$ cat src/rtl/multicycle_alu.sv
// Multi-cycle ALU: single-cycle logic/arith/shift ops plus WIDTH-cycle MUL/DIV/MOD.
// The iterative MUL/DIV/MOD datapath is present only when ALU_MULDIV_EN is defined.
module multicycle_alu #(
  parameter int WIDTH = 16
) (
  input  logic             clk,
  input  logic             rst,
  input  logic             start,
  input  logic [4:0]       opcode,
  input  logic [WIDTH-1:0] a,
  input  logic [WIDTH-1:0] b,
  output logic             busy,
  output logic             done,
  output logic [WIDTH-1:0] result,
  output logic [3:0]       flags,
  output logic             div_zero
);

  localparam logic [0:0] S_IDLE = 1'b0;
  localparam logic [0:0] S_ITER = 1'b1;

  localparam logic [4:0] OP_ADD = 5'd0;
  localparam logic [4:0] OP_SUB = 5'd1;
  localparam logic [4:0] OP_LSR = 5'd2;
  localparam logic [4:0] OP_LSL = 5'd3;
  localparam logic [4:0] OP_ROR = 5'd4;
  localparam logic [4:0] OP_ROL = 5'd5;
  localparam logic [4:0] OP_AND = 5'd9;
  localparam logic [4:0] OP_OR  = 5'd10;
  localparam logic [4:0] OP_XOR = 5'd11;
  localparam logic [4:0] OP_CMP = 5'd12;
  localparam logic [4:0] OP_NOT = 5'd13;
  localparam logic [4:0] OP_INC = 5'd14;
  localparam logic [4:0] OP_DEC = 5'd15;

  localparam int              CNT_W    = $clog2(WIDTH);
  localparam logic [CNT_W-1:0] LAST_CNT = CNT_W'(WIDTH - 1);
  localparam logic [WIDTH-1:0] LP_W     = WIDTH'(WIDTH);

  logic [0:0]       r_state;
  logic [CNT_W-1:0] r_cnt;
  logic             r_done;
  logic [WIDTH-1:0] r_result;
  logic [3:0]       r_flags;
  logic             r_div_zero;

  logic             w_accept;
  logic             w_is_iter;
  logic [WIDTH-1:0] w_fin_val;
  logic             w_fin_c;
  logic [3:0]       w_fin_flags;

  logic [WIDTH-1:0] w_arith_b;
  logic [WIDTH:0]   w_sum;
  logic [WIDTH:0]   w_diff;
  logic             w_add_ovf;
  logic             w_sub_ovf;
  logic [WIDTH:0]   w_lsr_ext;
  logic [WIDTH:0]   w_lsl_ext;
  logic [WIDTH-1:0] w_rot_amt;
  logic [WIDTH-1:0] w_val;
  logic             w_c;
  logic             w_v;
  logic             w_wr;
  logic             w_nop;
  logic             w_dz;
  logic [3:0]       w_sc_flags;

  assign busy     = (r_state == S_ITER);
  assign done     = r_done;
  assign result   = r_result;
  assign flags    = r_flags;
  assign div_zero = r_div_zero;

  assign w_accept = (r_state == S_IDLE) && start;

  // INC/DEC reuse the ADD/SUB paths with a constant second operand
  assign w_arith_b = (opcode == OP_INC || opcode == OP_DEC) ? WIDTH'(1) : b;
  assign w_sum     = {1'b0, a} + {1'b0, w_arith_b};
  assign w_diff    = {1'b0, a} - {1'b0, w_arith_b};
  assign w_add_ovf = (a[WIDTH-1] == w_arith_b[WIDTH-1]) && (w_sum[WIDTH-1] != a[WIDTH-1]);
  assign w_sub_ovf = (a[WIDTH-1] != w_arith_b[WIDTH-1]) && (w_diff[WIDTH-1] != a[WIDTH-1]);

  // One guard bit beside the operand captures the last bit shifted out
  assign w_lsr_ext = {a, 1'b0} >> b;
  assign w_lsl_ext = {1'b0, a} << b;
  assign w_rot_amt = b % LP_W;

  always_comb begin
    w_val = r_result;
    w_c   = 1'b0;
    w_v   = 1'b0;
    w_wr  = 1'b1;
    w_nop = 1'b0;
    w_dz  = 1'b0;
    case (opcode)
      OP_ADD, OP_INC: begin
        w_val = w_sum[WIDTH-1:0];
        w_c   = w_sum[WIDTH];
        w_v   = w_add_ovf;
      end
      OP_SUB, OP_DEC, OP_CMP: begin
        w_val = w_diff[WIDTH-1:0];
        w_c   = w_diff[WIDTH];
        w_v   = w_sub_ovf;
        w_wr  = (opcode != OP_CMP);
      end
      OP_LSR: begin
        w_val = w_lsr_ext[WIDTH:1];
        w_c   = w_lsr_ext[0];
      end
      OP_LSL: begin
        w_val = w_lsl_ext[WIDTH-1:0];
        w_c   = w_lsl_ext[WIDTH];
      end
      OP_ROR: w_val = (a >> w_rot_amt) | (a << (LP_W - w_rot_amt));
      OP_ROL: w_val = (a << w_rot_amt) | (a >> (LP_W - w_rot_amt));
      OP_AND: w_val = a & b;
      OP_OR:  w_val = a | b;
      OP_XOR: w_val = a ^ b;
      OP_NOT: w_val = ~a;
`ifdef ALU_MULDIV_EN
      // Only reached with b == 0; nonzero divisors take the iterative path
      5'd7: begin
        w_val = '1;
        w_dz  = 1'b1;
      end
      5'd8: begin
        w_val = a;
        w_dz  = 1'b1;
      end
`endif
      default: begin
        w_wr  = 1'b0;
        w_nop = 1'b1;
      end
    endcase
  end

  assign w_sc_flags  = w_nop ? 4'b0000 : {(w_val == '0), w_val[WIDTH-1], w_c, w_v};
  assign w_fin_flags = {(w_fin_val == '0), w_fin_val[WIDTH-1], w_fin_c, 1'b0};

`ifdef ALU_MULDIV_EN
  localparam logic [4:0] OP_MUL = 5'd6;
  localparam logic [4:0] OP_DIV = 5'd7;
  localparam logic [4:0] OP_MOD = 5'd8;
  localparam logic [1:0] K_MUL  = 2'd0;
  localparam logic [1:0] K_DIV  = 2'd1;
  localparam logic [1:0] K_MOD  = 2'd2;

  // r_hi: product high half / partial remainder; r_lo: multiplier / quotient
  logic [WIDTH-1:0] r_hi;
  logic [WIDTH-1:0] r_lo;
  logic [WIDTH-1:0] r_opnd;
  logic [1:0]       r_kind;

  logic [WIDTH:0]   w_mul_sum;
  logic [WIDTH:0]   w_div_shift;
  logic [WIDTH:0]   w_div_diff;
  logic [WIDTH-1:0] w_hi_next;
  logic [WIDTH-1:0] w_lo_next;

  assign w_is_iter = (opcode == OP_MUL) ||
                     ((opcode == OP_DIV || opcode == OP_MOD) && (b != '0));

  always_comb begin
    w_mul_sum   = {1'b0, r_hi} + (r_lo[0] ? {1'b0, r_opnd} : '0);
    w_div_shift = {r_hi, r_lo[WIDTH-1]};
    w_div_diff  = w_div_shift - {1'b0, r_opnd};
    w_hi_next   = r_hi;
    w_lo_next   = r_lo;
    if (r_kind == K_MUL) begin
      w_hi_next = w_mul_sum[WIDTH:1];
      w_lo_next = {w_mul_sum[0], r_lo[WIDTH-1:1]};
    end else if (!w_div_diff[WIDTH]) begin
      w_hi_next = w_div_diff[WIDTH-1:0];
      w_lo_next = {r_lo[WIDTH-2:0], 1'b1};
    end else begin
      w_hi_next = w_div_shift[WIDTH-1:0];
      w_lo_next = {r_lo[WIDTH-2:0], 1'b0};
    end
  end

  assign w_fin_val = (r_kind == K_MOD) ? w_hi_next : w_lo_next;
  assign w_fin_c   = (r_kind == K_MUL) && (w_hi_next != '0);

  always_ff @(posedge clk or posedge rst) begin
    if (rst) begin
      r_hi   <= '0;
      r_lo   <= '0;
      r_opnd <= '0;
      r_kind <= K_MUL;
    end else if (w_accept && w_is_iter) begin
      r_hi   <= '0;
      r_lo   <= a;
      r_opnd <= b;
      r_kind <= (opcode == OP_MUL) ? K_MUL : ((opcode == OP_DIV) ? K_DIV : K_MOD);
    end else if (r_state == S_ITER) begin
      r_hi <= w_hi_next;
      r_lo <= w_lo_next;
    end
  end
`else
  assign w_is_iter = 1'b0;
  assign w_fin_val = r_result;
  assign w_fin_c   = 1'b0;
`endif

  always_ff @(posedge clk or posedge rst) begin
    if (rst) begin
      r_state    <= S_IDLE;
      r_cnt      <= '0;
      r_done     <= 1'b0;
      r_result   <= '0;
      r_flags    <= 4'b0000;
      r_div_zero <= 1'b0;
    end else begin
      r_done <= 1'b0;
      case (r_state)
        S_IDLE: begin
          if (w_accept) begin
            if (w_is_iter) begin
              r_state <= S_ITER;
              r_cnt   <= '0;
            end else begin
              if (w_wr) r_result <= w_val;
              r_flags    <= w_sc_flags;
              r_div_zero <= w_dz;
              r_done     <= 1'b1;
            end
          end
        end
        default: begin
          r_cnt <= r_cnt + 1'b1;
          if (r_cnt == LAST_CNT) begin
            r_state    <= S_IDLE;
            r_cnt      <= '0;
            r_result   <= w_fin_val;
            r_flags    <= w_fin_flags;
            r_div_zero <= 1'b0;
            r_done     <= 1'b1;
          end
        end
      endcase
    end
  end

endmodule

$ cat config.mk
export PLATFORM = sky130hd
export DESIGN_NAME = multicycle_alu
export DESIGN_NICKNAME = d
export VERILOG_FILES = /design/src/rtl/multicycle_alu.sv
export SDC_FILE = /design/constraint.sdc
export NUM_CORES = 1
export LEC_CHECK = 0
export CAP_MARGIN = 40
export CORE_MARGIN = 2
export CORE_UTILIZATION = 60
export CTS_CLUSTER_DIAMETER = 50
export CTS_CLUSTER_SIZE = 12
export DETAILED_ROUTE_END_ITERATION = 16
export PLACE_DENSITY = 0.92
export SLEW_MARGIN = 10
export SYNTH_ARGS = -nofsm -noshare
export SYNTH_HDL_FRONTEND = slang
export SYNTH_SLANG_ARGS = --single-unit
export TNS_END_PERCENT = 100
$ cat constraint.sdc
create_clock -name clk -period 3.3 [get_ports clk]
set_input_delay 0.66 -clock clk [delete_from_list [all_inputs] [get_ports clk]]
set_output_delay 0.66 -clock clk [all_outputs]
set_load 0.01 [all_outputs]
==> results.toml, run 1 <==
[outcome]
status = "stopped before the end"
lastStage = "5_1_grt"
stop_error = "[ERROR GRT-0116] Global routing finished with congestion. Check the congestion regions in the DRC Viewer."

[synth]
synth.cell_area_sq_um = 8100
synthCells = 1071
syn_area_per_cell_sq_um = 7.56
synth_edf_count = 0
synth-seq-cells = 26
ys_types = 89
synth_flop_cell = "dfrtp_1"
synth_area_leader_cell = "ha_1"
synth_top_area_share_pct = 11.0
ys_seq_area_share_pct = 8.04
yosys_warnings = 0
async_reset_ff_share_pct = 100
synth_nets = 1184
synth_most_common_cell = "nor2_1"
synth_top_cells_by_count = "nor2_1 (87), nand2_1 (82), inv_1 (74), ha_1 (71), clkbuf_1 (60)"
synthTopCellsByArea = "ha_1 (11%), mux4_2 (9.7%), dfrtp_1 (8.0%)"

[placed_design]
port_buffers = 61
dp_hpwl_mm = 38.0
place_inst = 1598
place.gp.congestion = 1.31

[cts]
htree_num_levels = 1
numCtsBuffers = 3
cts_buffer_depth = 2
postCtsHoldBufs = 0
cts_root_buffer = "clkbuf_16"
cts_num_sinks = 26

[grt]
grt_pass1_vias = 16929
grt_max_degree = 35
grtUsageTotal_pct = 102
grt_overflow_total = 1280
grt_pass1_wl_mm = 110

[floorplan]
rows = 42
fp.dieH_um = 120
initial_core_util_pct = 61.4
ioPinCount = 63
fp.dieW_um = 120
## cells by family after synthesis
logic type | count (synthesis) | synth area share [%]
mux | 109 | 19.4
compound gates | 322 | 28.2
fa+ha+maj | 73 | 11.5
buf+inv | 162 | 8.38
simple gates | 365 | 23.0
xor+xnor | 13 | 1.41
flops | 26 | 8.04
other cells | 1 | 0.0463
## layer usage
metal / GRT overflow / track usage, %
met3: 59 / 82.3
met5: 14 / 63.6
met1: 78 / 90.4
met4: 248 / 111
met2: 881 / 128
## repair_timing
item / CTS
pin swaps: 55
gates cloned: 3
resized for setup: 193
buffers inserted: 28
setup endpoints to repair: 19
## stage by stage
stage	utilization (%)	setup slack, ns	TNS, ns	hold WS, ns	cell area, sq um
floorplan	-	-0.690	-2.88	0.471	8430
global placement	88.1	-1.02	-10.21	0.463	11600
detailed placement	88.3	-1.27	-14.29	0.486	11700
CTS	97.4	-0.523	-1.89	0.500	12800
==> inputs of run 2 (changes only) <==
- CORE_UTILIZATION: 60 -> 40
- CTS_CLUSTER_DIAMETER: 50 -> default
- CTS_CLUSTER_SIZE: 12 -> default
- PLACE_DENSITY: 0.92 -> default
- PLACE_DENSITY_LB_ADDON: default -> 0.15
==> run 2 against run 1 <==
Net effect:
- the flow now finishes, with violations (negative setup slack)
- area after synthesis unchanged
- synthesized cell count did not move
==> results.toml, run 2 <==
[grt]
grt_util_met3_pct = 9.19
use_met2_pct = 60.4
grt_overflow_total = 0
grt_max_degree = 35
top_usage_layer = "met2"
grt_pass1_wl_mm = 65.6
grtUsageTotal_pct = 40.4
antenna_found_initial = 1
met1_usage_pct = 56.2
grt_pass1_vias = 10655

[routing]
drc = 0
vias = 11208
wirelength_mm = 45.3
first_pass_iters = 6
avgViaCountPerCell = 6.33
antenna_left = 0
detail_route.wl_per_cell_um = 25.6
drtIter0Drc = 1306

[synth]
synth_most_common_cell = "nor2_1"
syn_area_per_cell_sq_um = 7.56
ys_types = 89
synth_top_area_share_pct = 11.0
synth_nets = 1184
synth_top_cells_by_count = "nor2_1 (87), nand2_1 (82), inv_1 (74), ha_1 (71), clkbuf_1 (60)"
synth-seq-cells = 26
synthCells = 1071
yosys_warnings = 0
synth_area_leader_cell = "ha_1"
synth_flop_cell = "dfrtp_1"
synth_edf_count = 0
synthTopCellsByArea = "ha_1 (11%), mux4_2 (9.7%), dfrtp_1 (8.0%)"
synth.cell_area_sq_um = 8100
ys_seq_area_share_pct = 8.04
async_reset_ff_share_pct = 100

[final_layout]
final_cell_mix = "buf_4 (412), nor2_1 (82), nand2_1 (75), inv_1 (66)"
nNetsFinal = 1614
post-route-util_pct = 65.9
drive_gt1_share_pct = 44.2
area_growth_pct = 63.1
largest_register_ffs = 16
final_common_cell = "buf_4"

[timing]
fin_tns_setup_ns = -2.91
hold_slack_ns = 0.503
rsz0062_at_grt = "yes"
slew_violations = 0
finalSetupViolations = 10
relSlewSlack_pct = 49.0
worstMarginPinSlew_ns = 0.755
finalHoldViolations = 0
timing.fmax_mhz = 257
fin_crit_ns = 3.89
fin_crit_sh_pct = 118
clock_skew_ns = 0.00858
setup_slack_ns = -0.589

[worst_setup_path]
rr_endpoint = "flags[3]"
crit_fanout = 7
critPathArrivalTime_ns = 4.09
rr_startpoint = "busy"
end_kind = "register"
startpoint_type = "primary input"
required_ns = 3.50
crit_type = "in -> reg"
r2r_slack_ns = 1.11
reg2reg_depth = 7

[floorplan]
fp.dieH_um = 146
fp.dieW_um = 146
ioPinCount = 63
die_area_sq_um = 21400
rows = 52
initial_core_util_pct = 40.4
core-area_sq_um = 20000

[cts]
numCtsBuffers = 3
cts_tree = "built"
cts_num_sinks = 26
cts_root_buffer = "clkbuf_16"
clkTransAtPathRegs_ns = 0.07
cts_buffer_depth = 2
htree_num_levels = 1
clock_latency_ns = 0.26
postCtsHoldBufs = 0

[min_path]
min_from = "flags[0]"
hold_path.class = "reg -> reg"
holdPathStages = 1
holdPathEnd = "flags[0]"

[outcome]
violations = "negative setup slack"
status = "finished with violations"

[power]
ir_drop_mv = 0.230
p_per_area_nw_per_um2 = 231
p_leak_nw = 5.86

[placed_design]
pre_cts_slack_ns = -1.33
port_buffers = 61
place.gp.congestion = 1.08
dp_hpwl_mm = 36.0

[flow_run]
maxCapViolCount = 0
run 2: cell type report:
cell class                      instances  area, sq um
Timing Repair Buffer                  511         4250
Inverter                               76          285
Fill cell                            1789         6830
Clock inverter                          1         30.0
Sequential cell                        26          651
Antenna cell                            2         5.00
Clock buffer                            3         75.1
Tap cell                              270          338
Multi-Input combinational cell        883         7570
run 2: routing by layer:
metal	wire (um)	up-vias	part of all wire [%]
li1	-	4952	-
met1	18700	5416	41
met2	19100	705	42
met3	5130	135	11
met4	2360	0	5.2
met5	0	-	0
run 2: logic make-up after synthesis:
logic type	synth area share [%]
AO/OA/AOI/OAI	28.2
XOR/XNOR	1.41
adder cells (fa/ha/maj)	11.5
buffers and inverters	8.38
flip-flops	8.04
multiplexers	19.4
other	0.0463
AND/OR/NAND/NOR	23.0
run 2: repair_timing:
item                                    CTS  global route
gates cloned                              1             0
buffers inserted                         17            11
pin swaps                                59            39
resized for setup                       123            58
endpoints found under the setup margin   20            18
run 2: worst max-delay path by stage:
stage	start	endpoint	slack (ns)	cells past startpoint
2_1_floorplan	opcode[1]	flags[3]	-0.69	16
3_3_place_gp	opcode[2]	flags[3]	-1.29	20
3_5_place_dp	opcode[2]	flags[3]	-1.33	17
4_1_cts	opcode[3]	flags[3]	-0.47	18
5_1_grt	opcode[3]	flags[3]	-0.72	15
6_report	opcode[3]	flags[3]	-0.59	15
run 2: where the power goes:
| group | total [W] | internal [W] | switching, W |
|---|---|---|---|
| sequential | 0.000414 | 0.000362 | 0.0000513 |
| combinational | 0.00228 | 0.00112 | 0.00116 |
| clock | 0.000356 | 0.000242 | 0.000115 |
| total | 0.00305 | 0.00172 | 0.00133 |
run 2: critical path, cell delays in order:
cell      delay [ns]
buf_6           0.09
and2_4          0.16
nand3b_1        0.13
buf_12          0.16
nand2_1         0.11
ha_2            0.39
a21oi_1         0.39
nand2_1         0.11
o221a_2         0.29
o21ai_0         0.40
o221ai_1        0.23
a211oi_2        0.31
a31oi_1         0.11
or4_1           0.40
o21ai_1         0.12
run 2: metrics by stage:
| step | total power (W) | area (sq um) | cells |
|---|---|---|---|
| floorplan | 0.00138 | 8430 | 1071 |
| global placement | 0.00240 | 12200 | 1737 |
| detailed placement | 0.00242 | 12200 | 1739 |
| CTS | 0.00287 | 12900 | 1761 |
| global route | 0.00317 | 13200 | 1770 |
| finish | 0.00305 | 13200 | 1772 |
Note: power is estimated with default switching activity, not from simulation.
